$ cat src/rtl/fetch_unit.sv
// fetch_unit: PC owner and instruction register for the MIPS front end, with redirect and end-of-program detection.
module fetch_unit #(
  parameter int unsigned PROG_BYTES = 80,
  parameter logic [31:0] RESET_PC   = 32'h0
) (
  input  logic        clk,
  input  logic        reset,
  input  logic        go,
  output logic [31:0] imem_addr,
  output logic        imem_start,
  input  logic [31:0] imem_instruction,
  output logic [31:0] ir,
  output logic [31:0] ir_pc,
  output logic        ir_valid,
  input  logic        ir_ready,
  input  logic        redirect,
  input  logic [31:0] redirect_pc,
  output logic        done
);
  typedef enum logic [1:0] {IDLE, LOAD, RUN, DONE} state_e;
  state_e      state_q, state_d;
  logic [31:0] pc_q, pc_d, ir_q, ir_d, ir_pc_q, ir_pc_d;
  logic        ir_valid_q, ir_valid_d;
  logic        in_range, fire, fetch_en;
  assign in_range   = pc_q < 32'(PROG_BYTES);
  assign fire       = ir_valid_q && ir_ready;
  assign fetch_en   = in_range && (!ir_valid_q || ir_ready);
  assign imem_addr  = pc_q;
  assign imem_start = state_q == LOAD;
  assign done       = state_q == DONE;
  assign ir         = ir_q;
  assign ir_pc      = ir_pc_q;
  assign ir_valid   = ir_valid_q;
  always_comb begin
    state_d    = state_q;
    pc_d       = pc_q;
    ir_d       = ir_q;
    ir_pc_d    = ir_pc_q;
    ir_valid_d = ir_valid_q;
    case (state_q)
      IDLE: begin
        pc_d       = RESET_PC;
        ir_valid_d = 1'b0;
        state_d    = go ? LOAD : IDLE;
      end
      LOAD: state_d = RUN;
      RUN: begin
        // a redirect flushes the held beat and suppresses capture on this edge
        if (redirect) begin
          pc_d       = {redirect_pc[31:2], 2'b00};
          ir_valid_d = 1'b0;
        end else begin
          if (fetch_en) begin
            ir_d       = imem_instruction;
            ir_pc_d    = pc_q;
            ir_valid_d = 1'b1;
            pc_d       = pc_q + 32'd4;
          end else if (fire) begin
            ir_valid_d = 1'b0;
          end
          if (!in_range && (!ir_valid_q || fire)) state_d = DONE;
        end
      end
      DONE: begin
        ir_valid_d = 1'b0;
        pc_d       = go ? RESET_PC : pc_q;
        state_d    = go ? LOAD : DONE;
      end
      default: state_d = IDLE;
    endcase
  end
  always_ff @(posedge clk) begin
    if (reset) begin
      state_q    <= IDLE;
      pc_q       <= RESET_PC;
      ir_q       <= '0;
      ir_pc_q    <= '0;
      ir_valid_q <= 1'b0;
    end else begin
      state_q    <= state_d;
      pc_q       <= pc_d;
      ir_q       <= ir_d;
      ir_pc_q    <= ir_pc_d;
      ir_valid_q <= ir_valid_d;
    end
  end
endmodule

$ cat config.mk
export PLATFORM = sky130hd
export DESIGN_NAME = fetch_unit
export DESIGN_NICKNAME = d
export VERILOG_FILES = /design/src/rtl/fetch_unit.sv
export SDC_FILE = /design/constraint.sdc
export NUM_CORES = 1
export LEC_CHECK = 0
export ABC_AREA = 1
export CORE_MARGIN = 4
export CORE_UTILIZATION = 30
export CTS_BUF_LIST = sky130_fd_sc_hd__clkbuf_8 sky130_fd_sc_hd__clkbuf_16
export DETAILED_ROUTE_END_ITERATION = 6
export PLACE_DENSITY = 0.6
export SYNTH_ARGS = -nofsm -noshare
export SYNTH_HDL_FRONTEND = slang
export SYNTH_SLANG_ARGS = --single-unit
export TNS_END_PERCENT = 30
$ cat constraint.sdc
create_clock -name clk -period 2.4 [get_ports clk]
set_input_delay 0.48 -clock clk [delete_from_list [all_inputs] [get_ports clk]]
set_output_delay 0.48 -clock clk [all_outputs]
set_load 0.05 [all_outputs]
==> Word-level counts from Yosys, hierarchy flattened <==
Index checks and enable logic that the tools add are counted.
{ "classes": {"bitwise": 1, "n_lt_le_gt_ge": 1, "mux": 13, "n_reduce_logical": 15, "addsub": 1, "eq_ne": 8} }
{ "ops": {"columns": ["op", "count"], "rows": [
  ["32-bit 2-to-1 mux", 3],
  ["32-bit case mux with 3 select lines", 1],
  ["32-bit by 3-bit adder with 32-bit output, second input constant", 1],
  ["32-bit by 7-bit < comparator with 1-bit output, second input constant", 1],
  ["2-bit case mux with 4 select lines", 1],
  ["2-bit 2-to-1 mux", 3],
  ["2-bit != test, second input constant", 3],
  ["3-bit AND reduction", 2],
  ["2-bit == test, second input constant", 2],
  ["1-bit 2-to-1 mux", 4],
  ["4-bit != test, second input constant", 1],
  ["2-bit AND reduction", 2],
  ["1-bit logical AND", 3],
  ["3-bit != test, second input constant", 1],
  ["3-bit nonzero test", 1],
  ["2-bit by 1-bit == test with 1-bit output, second input constant", 1],
  ["1-bit logical NOT", 2],
  ["2-bit logical NOT", 1],
  ["1-bit logical OR", 2],
  ["1-bit case mux with 2 select lines", 1],
  ["2-bit nonzero test", 1],
  ["2-bit OR reduction", 1],
  ["1-bit NOT", 1]
]} }
{ "word_totals": {"out_inout_bits": 99, "input_bits": 69, "ff_bits": 99, "word_cells": 44} }

==> Depth between registers and ports, before layout <==
Gate-level depths: netlist of the first run.
{ "depth": {"ltp_word": 6, "ltp_mapped": 13, "mapped_depth_nobuf": 12} }

==> Least setup slack after synthesis of the first run <==
No wires, ideal clock.
{ "synth_path": {"path_type": "flip-flop to flip-flop", "from": "register pc_q[3], in the netlist imem_addr[3]", "to": "register pc_q[26], in the netlist imem_addr[26]", "stages_incl_launch_ff": 13, "setup_ns": 0.128, "required_time_ns": 2.272, "period_less_slack_ns": 2.092, "arrival_time_ns": 1.964, "path_buffers": 0, "setup_slack_ns": 0.308, "path_cell_list": "dfxtp_1 ha_1 nand3_1 inv_1 nand2_1 inv_1 nand2_1 nand2_1 nand2_1 a21boi_0 nor2_1 nor2_1 nor2_1"} }
{ "synth_via": {"elab_chain_cells": 4, "elab_cells_between_ends": 8, "cone_classes": "1 x add/sub; 1 x order compare; 1 x eq/ne; 3 x mux; 2 x reduce/logical"} }
{ "synth_rtl": {"columns": ["item", "line_no", "rtl"], "rows": [
  ["from (decl)", "22", "logic [31:0] pc_q, pc_d, ir_q, ir_d, ir_pc_q, ir_pc_d;"],
  ["from (signal assigned)", "81", "pc_q <= pc_d;"],
  ["32-bit by 3-bit adder with 32-bit output / 32-bit by 7-bit < comparator with 1-bit output (equally long branches)", "57, 25", null],
  ["32-bit 2-to-1 mux / 1-bit logical AND (equally long branches)", "53, 27", null],
  ["32-bit 2-to-1 mux / 3-bit != test (equally long branches)", null, null],
  ["32-bit case mux with 3 select lines / 3-bit AND reduction (equally long branches)", null, null]
]} }
Parallel ways exist; a longest one is shown, timed or not. The select of a mux whose other input is x is not followed.
A chain may end at the register's enable or synchronous reset.

==> Worst setup path in the final report of the first run <==
{ "layout_path": {"from": "register state_q[1]", "to": "output imem_start"} }
{ "layout_via": {"elab_chain_cells": 1} }
{ "layout_rtl": {"columns": ["item", "line_no", "rtl"], "rows": [
  ["from (decl)", "21", "state_e state_q, state_d;"],
  ["from (signal assigned)", "80", "state_q <= state_d;"],
  ["2-bit by 1-bit == test with 1-bit output", "29", "assign imem_start = state_q == LOAD;"],
  ["to (decl)", "10", "output logic imem_start,"]
]} }
No other way between the ends.

==> results.toml, run 1 <==
[cts]
clock_path_buffers = 2
cts_tree = "done"
cts-root-buf = "clkbuf_16"
postCtsSetupBuffers = 0
path_clk_slew_ps = 70
clock-sinks = 95
htreeDepth = 3
clk-insertion-delay-late_ps = 360
cts_buffers = 9
cts.repair.resized = 0
cts-hold-fix-buffers = 0

[setup_path]
reg2reg_from = "state_q[0]"
r2r_cells = 11
r2r_slack_ps = 370
end_kind = "primary output"
cp_slowest_stage_delay_ps = 820
cp_max_fo = 4
path_delay_family = "buffers and inverters"
crit_chain = "inv_1, ha_1, clkdlybuf4s50_1"
cp.required_ps = 1920
reg2reg_to = "imem_addr[19]"
crit_slowest_cell = "clkdlybuf4s50_1"
arrival_ps = 1810
critical_path.startpoint = "state_q[1]"
setup.worst_path.class = "flip-flop to primary output"
cp_num_buf_inv = 2
critPathLaunchType = "flip-flop"

[logic_synthesis]
synth_cell_type_count = 30
ys.warnings.count = 0
ys_seq_area_share_pct = 39.69
avgSynthCellArea_um2 = 6.529
synth_adder_area_share_pct = 1.567
synth_top_family_by_area = "simple AND/OR/NAND/NOR gates"
synth_compound_area_share_pct = 14.70
postSynthCellCount = 734
synth-simple-area-share_pct = 31.75
synth_xor_area_share_pct = 0.9138
synthMuxAreaShare_pct = 0
ys_seq_elements = 95
mappedNetlistArea_um2 = 4792

[routing]
drc = 0
drt_iter0_drc = 320
antenna_left = 0
avgRoutedWirePerCell_um = 13.72
routed_via_density = 4.451
first_pass_iters = 4
num_vias = 4905
wl_um = 15120

[power]
powerDensity_nw_per_um2 = 565.8
p_switching_w = 0.001186
irDropWorstVdd_uv = 367.3
leakagePower_nw = 2.705
p_total_w = 0.003916
pwr-share-seq_pct = 42.8
switching_share_pct = 30.27
power.share.clock_pct = 37.5
combPwrFrac_pct = 19.6
p_int_w = 0.002731

[run_status]
status = "finished, final reports clean"

[sta]
max_slew_margin_pct = 63.30
max_freq_mhz = 436.0
hold_viol_final = 0
rsz0062_at_grt = "no"
finalCritPeriodShare_pct = 95.56
worst_pin_slew_ps = 548.7
setup_viol = 0
fin_tns_setup_ps = 0
drv_slew = 0
period_minus_slack_ps = 2294
skew_ps = 8.329

[place]
gp_congestion = 0.9076
numPortBuffers = 161
place_inst = 1087
dp_hpwl_um = 11250

[layout]
syn_to_final_growth_pct = 44.44
drive_above_1_share_pct = 5.948
nFillCells = 1632
final_cells = 1102
nets = 962
n_antenna_cell = 0

[grt]
antenna_found_initial = 0
overflow = 0
grt_pass1_vias = 4608
grt_usage_pct = 16.50
grt_max_degree = 76
grt_pass1_wl_um = 23980

[floorplanning]
die_h_um = 134.4
start_util_pct = 31.06
fp.dieArea_um2 = 18060
io_pins = 168
rows = 45
fp.dieW_um = 134.4
core_um2 = 15430

[worst_hold_path]
whs_path_depth = 2
hp-start = "ir[22]"
hp-class = "flip-flop to flip-flop"
hold_end = "ir[22]"

[run]
drv_cap = 0
==> placed cells by master, fill, tap and decap left out <==
cell	Yosys	routed
conb_1	1	4
nand2_2	2	2
nand2_1	173	173
buf_12	0	2
o21a_1	1	1
clkbuf_16	0	9
and3_1	25	25
o21ai_1	9	9
xor2_1	4	4
or2_2	8	8
clkinvlp_4	0	2
nand4_1	3	3
inv_1	84	84
a311oi_1	1	1
o21ai_0	61	61
a21boi_0	6	6
clkinv_2	0	1
nor2_1	101	101
inv_2	8	8
nand3_1	43	43
a21oi_1	57	57
bufinv_16	0	1
buf_4	4	14
a211oi_1	1	1
xnor2_1	1	1
clkinv_1	3	3
clkdlybuf4s50_1	0	160
dfxtp_1	95	95
nand3_4	1	1
nor2_2	2	2
inv_6	0	2
nand3_2	1	1
ha_1	6	6
==> power by group through the flow <==
stage,combinational (W),sequential [W],clock [W]
finish,0.000769,0.00168,0.00147
floorplan,0.000327,0.00187,0
global placement,0.000774,0.00171,0
global route,0.000840,0.00169,0.00158
detailed placement,0.000775,0.00171,0
CTS,0.000778,0.00168,0.00152
==> layout make-up <==
cell class / instances / area, um^2 / area share [%]
clock buffer: 9 / 225.2 / 3.254
clock inverter: 6 / 67.56 / 0.9761
inverter: 95 / 356.6 / 5.152
multi-input combinational: 510 / 2360 / 34.09
sequential: 95 / 1902 / 27.48
tap: 211 / 264.0 / 3.814
timing repair buffer: 176 / 1747 / 25.24
==> through the flow <==
| stage | setup slack [ps] | cell area [um^2] | hold slack, ps | util [%] |
|---|---|---|---|---|
| 2_1_floorplan | 308.1 | 4803 | 470.3 | - |
| 3_3_place_gp | 275.3 | 6629 | 430.5 | 42.97 |
| 3_5_place_dp | 259.0 | 6629 | 434.3 | 42.97 |
| 4_1_cts | 75.02 | 6922 | 445.5 | 44.87 |
| 5_1_grt | 19.67 | 6922 | 462.8 | 44.87 |
| 6_report | 106.5 | 6922 | 442.3 | 44.87 |
==> Yosys cell counts, drive strengths merged <==
cell / instances / area [um^2]
a211oi: 1 / 7.510
a21boi: 6 / 45.04
a21oi: 57 / 285.3
a311oi: 1 / 8.760
and3: 25 / 156.4
buf: 13 / 93.84
clkbuf: 24 / 91.33
clkinv: 3 / 11.26
conb: 1 / 3.750
dfxtp: 95 / 1902
ha: 6 / 75.07
inv: 92 / 345.3
nand2: 175 / 661.9
nand3: 45 / 242.7
nand4: 3 / 18.77
nor2: 103 / 391.6
o21a: 1 / 7.510
o21ai: 70 / 350.3
or2: 8 / 50.05
xnor2: 1 / 8.760
xor2: 4 / 35.03
==> flip-flops by register name, indices dropped and copies added (netlist names) <==
register,flops
imem_addr,30
ir,32
ir_pc,30
ir_valid,1
state_q,2
==> worst register-to-register path: stages (launching register included) <==
cell	delay, ps
dfxtp_1	370
inv_1	100
ha_1	410
clkinv_1	150
nor2_1	200
nand2_2	120
nand3_4	110
buf_4	250
nand2_1	80
o21ai_1	70
nand2_1	60
inv_1	50
==> routing by layer <==
| metal | track usage, % | up-vias | share of wire, % |
|---|---|---|---|
| met4 | 4.921 | 0 | 1.5 |
| met1 | 22.48 | 2162 | 47 |
| li1 | - | 2614 | - |
| met5 | 0 | - | 0 |
| met2 | 26.42 | 114 | 46 |
| met3 | 3.338 | 15 | 5.7 |
==> worst max path at each step <==
stage                               end  slack [ps]  cells after the start
after CTS                    imem_start          80                      3
after detailed placement  imem_addr[24]         260                     10
after global placement    imem_addr[27]         280                     10
after floorplan           imem_addr[26]         310                     12
after global routing         imem_start          20                      3
final                        imem_start         110                      3
==> cells by family after synthesis <==
kind of cell,after synthesis
buf+inv,132
simple gates,359
fa+ha+maj,6
other cells,1
xor+xnor,5
flops,95
compound gates,136
(Power assumes the default switching activity.)
==> inputs of run 2 (changes only) <==
--- a/config.mk
+++ b/config.mk
@@ -8,8 +8,9 @@
 export ABC_AREA = 1
 export CORE_MARGIN = 4
-export CORE_UTILIZATION = 30
+export CORE_UTILIZATION = 49
 export CTS_BUF_LIST = sky130_fd_sc_hd__clkbuf_8 sky130_fd_sc_hd__clkbuf_16
 export DETAILED_ROUTE_END_ITERATION = 6
-export PLACE_DENSITY = 0.6
+export PLACE_DENSITY = 0.89
+export SLEW_MARGIN = 0
 export SYNTH_ARGS = -nofsm -noshare
 export SYNTH_HDL_FRONTEND = slang
==> constraint.sdc (replaced) <==
create_clock -name clk -period 2.4 [get_ports clk]
set_input_delay 0.48 -clock clk [delete_from_list [all_inputs] [get_ports clk]]
set_output_delay 0.48 -clock clk [all_outputs]
set_load 0.1 [all_outputs]
==> results.toml, run 2 (synthesis gave the netlist of run 1 again) <==
[run_status]
status = "finished, final reports clean"

[place]
numPortBuffers = 161
dp_hpwl_um = 10240
gp_congestion = 0.9548

[sta]
skew_ps = 17.60
hold_viol_final = 0
setup_viol = 0
drv_slew = 0
max_freq_mhz = 482.2
rsz0062_at_grt = "no"
fin_tns_setup_ps = 0
period_minus_slack_ps = 2074
fin_hold_ws_ps = 446.1
finalCritPeriodShare_pct = 86.42

[floorplanning]
core_um2 = 9371
die_h_um = 106.9
rows = 35
fp.dieW_um = 106.9
start_util_pct = 51.13
fp.dieArea_um2 = 11430
io_pins = 168

[grt]
antenna_found_initial = 0
grt_pass1_wl_um = 22000
grt_max_degree = 77
overflow = 0
grt_pass1_vias = 4448
grt_usage_pct = 23.79

[routing]
routed_via_density = 4.974
antenna_left = 0
first_pass_iters = 5
drt_iter0_drc = 298
drc = 0
avgRoutedWirePerCell_um = 13.63
num_vias = 5054
wl_um = 13850

[setup_path]
end_kind = "flip-flop"
cp.required_ps = 2660
arrival_ps = 2340
cp_max_fo = 10
critPathLaunchType = "flip-flop"
setup.worst_path.class = "flip-flop to flip-flop"

[cts]
clock_path_buffers = 2
cts.repair.resized = 0
clk-insertion-delay-late_ps = 370
postCtsSetupBuffers = 0
htreeDepth = 3
cts-hold-fix-buffers = 0
cts_buffers = 9
path_clk_slew_ps = 110
cts-root-buf = "clkbuf_8"
clock-sinks = 95
cts_tree = "done"

[power]
powerDensity_nw_per_um2 = 603.3
irDropWorstVdd_uv = 422.2
leakagePower_nw = 2.859

[layout]
syn_to_final_growth_pct = 35.95
layout_commonest_cell = "nand2_1"
n_antenna_cell = 0
nFillCells = 855
layout_common_cells = "nand2_1, buf_4, nor2_1"
largest_register_ffs = 32
nets = 958
drive_above_1_share_pct = 16.35

[run]
drv_cap = 0

[worst_hold_path]
hp-class = "flip-flop to flip-flop"
-- run 2: area by class of cell --
class                           instances  area, um^2  area share (%)
Multi-Input combinational cell        510        2360           36.22
Sequential cell                        95        1904           29.23
Timing Repair Buffer                  172        1494           22.93
Inverter                               95       356.6           5.473
Tap cell                              129       161.4           2.477
Clock buffer                            9       123.9           1.901
Clock inverter                          6       115.1           1.767
-- run 2: path summary, 6_finish.rpt --
| check | from | to | slack, ps | cells after the start |
|---|---|---|---|---|
| worst max-delay path | imem_addr[2] | imem_addr[26] | 330 | 12 |
| worst min-delay path | ir[18] | ir[18] | 450 | 2 |
| worst max register to register | imem_addr[2] | imem_addr[26] | 330 | 12 |
| worst min register to register | ir[18] | ir[18] | 450 | 2 |
-- run 2: per-stage QoR --
step           setup WS [ps]  area, um^2  cells  total power, W  util (%)
4_1_cts                361.7        6515   1016        0.003954     69.52
6_report               326.0        6515   1016        0.003930     69.52
5_1_grt                91.48        6515   1016        0.004070     69.52
3_3_place_gp           292.9        6276   1001        0.002656     66.97
2_1_floorplan          47.76        4806    737        0.002396         -
3_5_place_dp           246.1        6276   1001        0.002669     66.97
-- run 2: power by group --
part | internal (W) | leakage (nW) | switching, W
combinational | 0.000281 | 1.97 | 0.000672
clock | 0.000695 | 0.116 | 0.000601
sequential | 0.00163 | 0.768 | 0.0000539
-- run 2: per-layer routing --
metal | GRT usage [%] | up-vias | routed length [um]
met3 | 3.853 | 26 | 743
met2 | 39.07 | 154 | 6604
met5 | 0 | - | 0
met1 | 31.69 | 2265 | 6180
met4 | 8.402 | 0 | 318
li1 | - | 2609 | -
-- run 2: critical path: stages (launching register included) --
cell	delay (ps)
dfxtp_2	440
ha_1	310
nand3_1	210
inv_1	190
nand2_1	110
inv_1	200
nand2_1	80
nand2_1	50
nand2_1	50
a21boi_0	150
nor2_1	60
nor2_1	90
nor2_1	40
==> inputs of run 3 (changes only) <==
- ABC_AREA: 1 -> not set
- CORE_UTILIZATION: 49 -> 46
==> results.toml, run 3 <==
[floorplanning]
start_util_pct = 47.99
rows = 33
die_h_um = 101.3
fp.dieW_um = 101.3
core_um2 = 8341
fp.dieArea_um2 = 10260
io_pins = 168

[cts]
cts_buffers = 9
clock-sinks = 95
clock_path_buffers = 2
cts-root-buf = "clkbuf_8"
cts.repair.resized = 0
htreeDepth = 3
clk-insertion-delay-late_ps = 350
postCtsSetupBuffers = 0
path_clk_slew_ps = 90
cts_tree = "done"
cts-hold-fix-buffers = 0

[setup_path]
r2r_slack_ps = 200
crit_end = "imem_addr[4]"
end_kind = "flip-flop"
cp.required_ps = 2680
critical_path.startpoint = "imem_addr[14]"
setup.worst_path.class = "flip-flop to flip-flop"
r2r_cells = 6
reg2reg_to = "imem_addr[4]"
cp_max_fo = 8
critPathLaunchType = "flip-flop"
arrival_ps = 2470
reg2reg_from = "imem_addr[14]"

[layout]
largest_register_ffs = 32
n_antenna_cell = 0
nets = 701
nFillCells = 651
layout_common_cells = "nand2_1, buf_4, dfxtp_1"
final_util_pct = 68.21
layout_commonest_cell = "nand2_1"
final_cells = 736
final_area_um2 = 5689
drive_above_1_share_pct = 23.77
syn_to_final_growth_pct = 42.14

[grt]
grt_pass1_wl_um = 18820
grt_pass1_vias = 3807
grt_max_degree = 63
grt_usage_pct = 22.56
overflow = 0
antenna_found_initial = 0

[sta]
setup_viol = 0
drv_slew = 0
skew_ps = 13.46
worst_pin_slew_ps = 715.3
max_freq_mhz = 455.0
period_minus_slack_ps = 2198
finalCritPeriodShare_pct = 91.58
max_slew_margin_pct = 52.26
rsz0062_at_grt = "no"
fin_hold_ws_ps = 458.8
hold_viol_final = 0

[logic_synthesis]
synth_most_common_cell = "nand2_1"
ys.warnings.count = 0
yosys.area.top_type = "dfxtp_1"
async_flop_share_pct = 0
ys_seq_area_share_pct = 47.51
synth.area.top_cells = "dfxtp_1, nand2_1, a21oi_1"
mappedNetlistArea_um2 = 4003
ys_seq_elements = 95
synth_edf_count = 0
netlist_top_cells_count = "nand2_1, dfxtp_1, a21oi_1, and3_1, clkbuf_1"
synth_top_area_share_pct = 47.51
synth_cell_type_count = 52
avgSynthCellArea_um2 = 8.498
synthFlopType = "dfxtp_1"
postSynthCellCount = 471

[routing]
antenna_left = 0
drc = 0
routed_via_density = 5.533
drt_iter0_drc = 247
first_pass_iters = 5
avgRoutedWirePerCell_um = 15.98
wl_um = 11760
num_vias = 4072

[place]
numPortBuffers = 161
postPlaceCellArea_um2 = 5466
place_inst = 720
gp_congestion = 0.8665
dp_hpwl_um = 8627

[run_status]
status = "finished, final reports clean"

[power]
pwr-share-seq_pct = 40.7
switching_share_pct = 37.16
combPwrFrac_pct = 32.1
irDropWorstVdd_uv = 308.6
leakagePower_nw = 2.356
p_switching_w = 0.001577
powerDensity_nw_per_um2 = 746.1
p_int_w = 0.002667
power.share.clock_pct = 27.2

[worst_hold_path]
hp-class = "flip-flop to flip-flop"

[run]
drv_cap = 0
[run 3: cell count changes after synthesis, sizes merged, moves of 11 or more]
cell,delta
nand3,-39
nor2,-93
o21ai,-45
nand2,-58
inv,-86
nor4,+11
[run 3: routing by layer]
metal	wire (um)	global-route usage, %	part of all wire, %	vias to the layer above
met5	0	0	0	-
met4	168	7.566	1.4	0
met3	1076	4.683	9.1	16
met2	5793	37.88	49	185
met1	4721	28.89	40	1906
li1	-	-	-	1965
[run 3: power by group through the flow]
| stage | Combinational (W) | Clock, W | Sequential, W |
|---|---|---|---|
| 6_report | 0.00136 | 0.00115 | 0.00173 |
| 4_1_cts | 0.00136 | 0.00118 | 0.00173 |
| 5_1_grt | 0.00144 | 0.00124 | 0.00174 |
| 3_5_place_dp | 0.00135 | 0 | 0.00176 |
| 2_1_floorplan | 0.000534 | 0 | 0.00220 |
| 3_3_place_gp | 0.00133 | 0 | 0.00176 |
[run 3: worst max-delay path: stages (launching register included)]
cell	delay, ps
dfxtp_2	360
nor4_1	370
nand4_2	200
buf_4	200
nor3_2	300
o21a_1	450
mux2i_1	240
[run 3: layout make-up]
cell class | count | area, um^2 | area share [%]
sequential | 95 | 1917 | 33.69
multi-input combinational | 338 | 1889 | 33.21
timing repair buffer | 176 | 1506 | 26.48
clock buffer | 10 | 137.6 | 2.419
tap | 105 | 131.4 | 2.309
clock inverter | 6 | 85.08 | 1.495
inverter | 6 | 22.52 | 0.3959
[run 3: logic make-up (layout without fill, tap and decap cells)]
kind of cell,count (synthesis),count (layout),synth area share [%]
buffers and inverters,41,198,5.595
AND/OR/NAND/NOR,210,210,26.54
XOR/XNOR,1,1,0.2189
other,1,4,0.09369
flip-flops,95,95,47.51
AO/OA/AOI/OAI,112,112,16.85
multiplexers,5,5,1.313
adder cells (fa/ha/maj),6,6,1.876
[run 3: through the flow]
step | setup TNS, ps | total power, W | setup WS (ps)
after detailed placement | -825.7 | 0.003116 | -46.95
final | 0 | 0.004245 | 202.1
after global routing | 0 | 0.004419 | 71.05
after global placement | 0 | 0.003085 | 64.36
after floorplan | 0 | 0.002729 | 1.207
after CTS | 0 | 0.004261 | 205.3
[run 3: worst min-delay path by stage]
stage                      end  depth (start not counted)       start
global placement      ir_pc[3]                          2    ir_pc[3]
finish                ir_pc[5]                          2    ir_pc[5]
detailed placement    ir_pc[4]                          2    ir_pc[4]
floorplan           state_q[1]                          1  state_q[1]
global route          ir_pc[4]                          2    ir_pc[4]
CTS                   ir_pc[2]                          2    ir_pc[2]
